$ cat config.mk
export PLATFORM = sky130hd
export DESIGN_NAME = shift_reg_top
export DESIGN_NICKNAME = d
export VERILOG_FILES = /design/src/rtl/shift_reg_pkg.sv /design/src/rtl/shift_reg_stage.sv /design/src/rtl/shift_reg_top.sv
export SDC_FILE = /design/constraint.sdc
export NUM_CORES = 1
export LEC_CHECK = 0
export ABC_AREA = 1
export CAP_MARGIN = 10
export CORE_UTILIZATION = 55
export CTS_BUF_LIST = sky130_fd_sc_hd__clkbuf_8
export DETAILED_ROUTE_END_ITERATION = 6
export PLACE_DENSITY = 0.74
export SLEW_MARGIN = 20
export SYNTH_ARGS = -nofsm -noshare
export SYNTH_HDL_FRONTEND = slang
export SYNTH_SLANG_ARGS = --single-unit
$ cat constraint.sdc
create_clock -name i_clk -period 1.2 [get_ports i_clk]
set_input_delay 0.24 -clock i_clk [delete_from_list [all_inputs] [get_ports i_clk]]
set_output_delay 0.24 -clock i_clk [all_outputs]
set_load 0.01 [all_outputs]
$ cat src/rtl/shift_reg_pkg.sv
// Shared constants for the serial delay line.
package shift_reg_pkg;

    localparam int unsigned DEFAULT_LENGTH = 32;
    localparam logic        RST_VAL        = 1'b0;

endpackage

$ cat src/rtl/shift_reg_stage.sv
// One delay-line stage: D flip-flop with asynchronous active-low clear.
module shift_stage
    import shift_reg_pkg::*;
(
    input  logic i_clk,
    input  logic i_rst_n,
    input  logic i_d,
    output logic o_q
);

    logic q_d;
    logic q_q;

    always_comb begin
        q_d = i_d;
    end

    always_ff @(posedge i_clk or negedge i_rst_n) begin
        if (!i_rst_n) begin
            q_q <= RST_VAL;
        end else begin
            q_q <= q_d;
        end
    end

    assign o_q = q_q;

endmodule

$ cat src/rtl/shift_reg_top.sv
// Serial-in/serial-out delay line of LENGTH stages; o_dout comes straight from the last flop.
module shift_reg_top
    import shift_reg_pkg::*;
#(
    parameter int unsigned LENGTH = DEFAULT_LENGTH
) (
    input  logic i_clk,
    input  logic i_rst_n,
    input  logic i_din,
    output logic o_dout
);

    // chain[k] feeds stage k; chain[k+1] is its output
    logic [LENGTH:0] chain;

    assign chain[0] = i_din;

    genvar k;
    for (k = 0; k < int'(LENGTH); k++) begin : g_stage
        shift_stage u_stage (
            .i_clk   (i_clk),
            .i_rst_n (i_rst_n),
            .i_d     (chain[k]),
            .o_q     (chain[k+1])
        );
    end

    assign o_dout = chain[LENGTH];

endmodule

==> results.yml, run 1 <==
clock_network:
  cts_tree: "built"
  cts_hold_buffers: 0
  clkSlewWorstSetupHoldPaths_ns: 0.06
  cts_buffers: 5
  cts.path.max_buffers: 2
  clk-insertion-delay-late_ns: 0.27
  clkSinkCount: 32
  clock-root-buffer: "sky130_fd_sc_hd__clkbuf_8"
  total_number_of_h_tree_levels: 2
logic_synthesis:
  post_synth_most_frequent_cells: "sky130_fd_sc_hd__dfrtp_1"
  synth_sequential_area_ratio_pct: 100
  ys_async_sr_fraction_pct: 100
  yosys.cell_types.count: 1
  syn-mean-instance-area_um2: 25.0
  number_of_nets_produced_by_synthesis: 35
  synth.area.top_cells: "sky130_fd_sc_hd__dfrtp_1"
  synthMostInstantiatedCell: "sky130_fd_sc_hd__dfrtp_1"
  post_synth_edffs: 0
  synthFlopType: "sky130_fd_sc_hd__dfrtp_1"
  yosys_warnings: 0
  postSynthRegisterBits: 32
  synth_top_cell_area_share_pct: 100
  yosys.area.top_type: "sky130_fd_sc_hd__dfrtp_1"
  number_of_cells_produced_by_synthesis: 32
  mappedNetlistArea_um2: 801
setup_path:
  timing.critical_path.buf_inv: 1
  crit_path_end_kind: "output pin"
  crit_family: "flip-flops"
  biggest_fanout_along_the_worst_timing_path: 1
  crit_path_top_delay_cell: "sky130_fd_sc_hd__dfrtp_1"
  cp_data_required_time_ns: 0.96
  timing.critical_path.slowest_cell_delay_ns: 0.35
  timing.critical_path.from_type: "register"
  worstPathArrival_ns: 0.90
  critical_path_cell_sequence: "dlygate4sd2_1"
  worst-setup-path-type: "reg -> out"
die:
  core_area_mm2: 0.00133
  floorplan.die.height_um: 40.2
  boundaryPins: 4
  initial_utilization_pct: 60.0
  floorplan.rows: 13
  design.die.area_mm2: 0.00161
  floorplan.die.width_um: 40.2
place:
  io_buffer_count: 3
  dpl.hpwl_um: 416
  placedInstanceArea_um2: 870
  place_congestion: 0.621
grt:
  gr-total-overflow: 0
  grt_antenna_before_repair: 0
  grt_pass1_wl_um: 1260
  largest_net_degree_at_the_start_of_global_routing: 33
  grt_util_all_layers_pct: 14.9
  first_global_vias: 271
finish:
  layout.nets: 46
  multiInputCombCellCount: 0
  design_area_um2: 965
  largest_reg_flops: 32
  antenna-diode-count: 0
  share_of_layout_cells_above_drive_strength_1_pct: 18.6
  layout-area-overhead-vs-synth_pct: 20.5
  multi_input_area_um2: 0
timing:
  finalHoldViolations: 0
  finalSetupViolations: 0
  grt_setup_unrepaired: "false"
  finalCritPeriodShare_pct: 94.9
  timing.fmax_mhz: 878
  slew_violations: 0
  skew_ns: 0.00261
  fin_setup_tns_ns: 0
  worstMarginPinSlew_ns: 0.164
  period_minus_slack_ns: 1.14
  worst_slew_margin_pct: 89.0
worst_hold_path:
  worst_hold_class: "in -> async"
drt:
  detail_route.iter0.violations: 0
  detail_route.drc_violations: 0
  final_antenna_net_count: 0
  drt_wl_total_um: 881
  detailed_route_via_count: 277
  detail_route.first_pass.iterations: 1
  vias_per_cell: 4.78
  post_drt_wl_per_cell_um: 15.2
outcome:
  run_status: "finished, final reports clean"
pwr:
  power_per_cell_area_mw_per_mm2: 2110
  peakVddDrop_uv: 1170
  p_leak_nw: 0.446
run:
  maxcap_viol_count: 0
## repair_timing
item	4_1_cts	5_1_grt
setup buffers	0	0
gates resized for setup	1	0
setup endpoints to repair	1	0
## path summary, 6_finish.rpt
check                                        start                      end  slack, ns  cells past startpoint
max                        g_stage[31].u_stage.o_q                   o_dout       0.06                      1
min                                        i_rst_n  g_stage[27].u_stage.o_q       0.32                      2
max reg2reg                g_stage[24].u_stage.o_q  g_stage[25].u_stage.o_q       0.71                      0
min reg2reg                g_stage[17].u_stage.o_q  g_stage[18].u_stage.o_q       0.35                      0
max in group asynchronous                  i_rst_n  g_stage[15].u_stage.o_q       0.71                      2
min in group i_clk         g_stage[17].u_stage.o_q  g_stage[18].u_stage.o_q       0.35                      0
## placed cells by master, fill, tap and decap left out
cell	synthesis	routed
sky130_fd_sc_hd__clkbuf_8	0	7
sky130_fd_sc_hd__dfrtp_1	32	32
sky130_fd_sc_hd__buf_12	0	1
sky130_fd_sc_hd__dlygate4sd2_1	0	1
sky130_fd_sc_hd__clkdlybuf4s50_1	0	2
## metrics by stage
step                      hold slack, ns  util (%)  power, mW  worst slack (ns)  instances
after floorplan                  -0.0556         -       1.16             0.584         32
after global placement             0.339      65.2       1.20             0.139         51
after detailed placement           0.335      65.2       1.21             0.132         51
after CTS                          0.326      72.3       2.05            0.0488         58
after global routing               0.334      72.3       2.10            0.0292         58
final                              0.324      72.3       2.03            0.0614         58
## power by group
part           switching, mW  internal [mW]  total [mW]
registers             0.0161           1.13        1.15
logic                 0.0217         0.0139      0.0356
clock network          0.338          0.509       0.847
## routing by layer
| metal | up-vias | GRT usage (%) | wire (um) |
|---|---|---|---|
| met3 | 4 | 8.33 | 52 |
| li1 | 117 | - | - |
| met4 | 0 | 18.1 | 26 |
| met5 | - | 0 | 0 |
| met1 | 147 | 18.4 | 472 |
| met2 | 9 | 16.1 | 330 |
## cell type report
cell class / count / area, um2
Timing Repair Buffer: 4 / 48.8
Clock buffer: 7 / 96.3
Fill cell: 73 / 369
Sequential cell: 32 / 801
Tap cell: 15 / 18.8
## cell families after synthesis
| group | share of synthesized area, % |
|---|---|
| DFF | 100 |
No activity file was read; power rests on OpenSTA's default activity.
==> run 2: changes to the inputs <==
--- a/config.mk
+++ b/config.mk
@@ -15,3 +15,4 @@
 export SYNTH_ARGS = -nofsm -noshare
 export SYNTH_HDL_FRONTEND = slang
 export SYNTH_SLANG_ARGS = --single-unit
+export TNS_END_PERCENT = 50
==> results of run 2 <==
No change in the layout: final DEF, timing and power equal those of run 1.
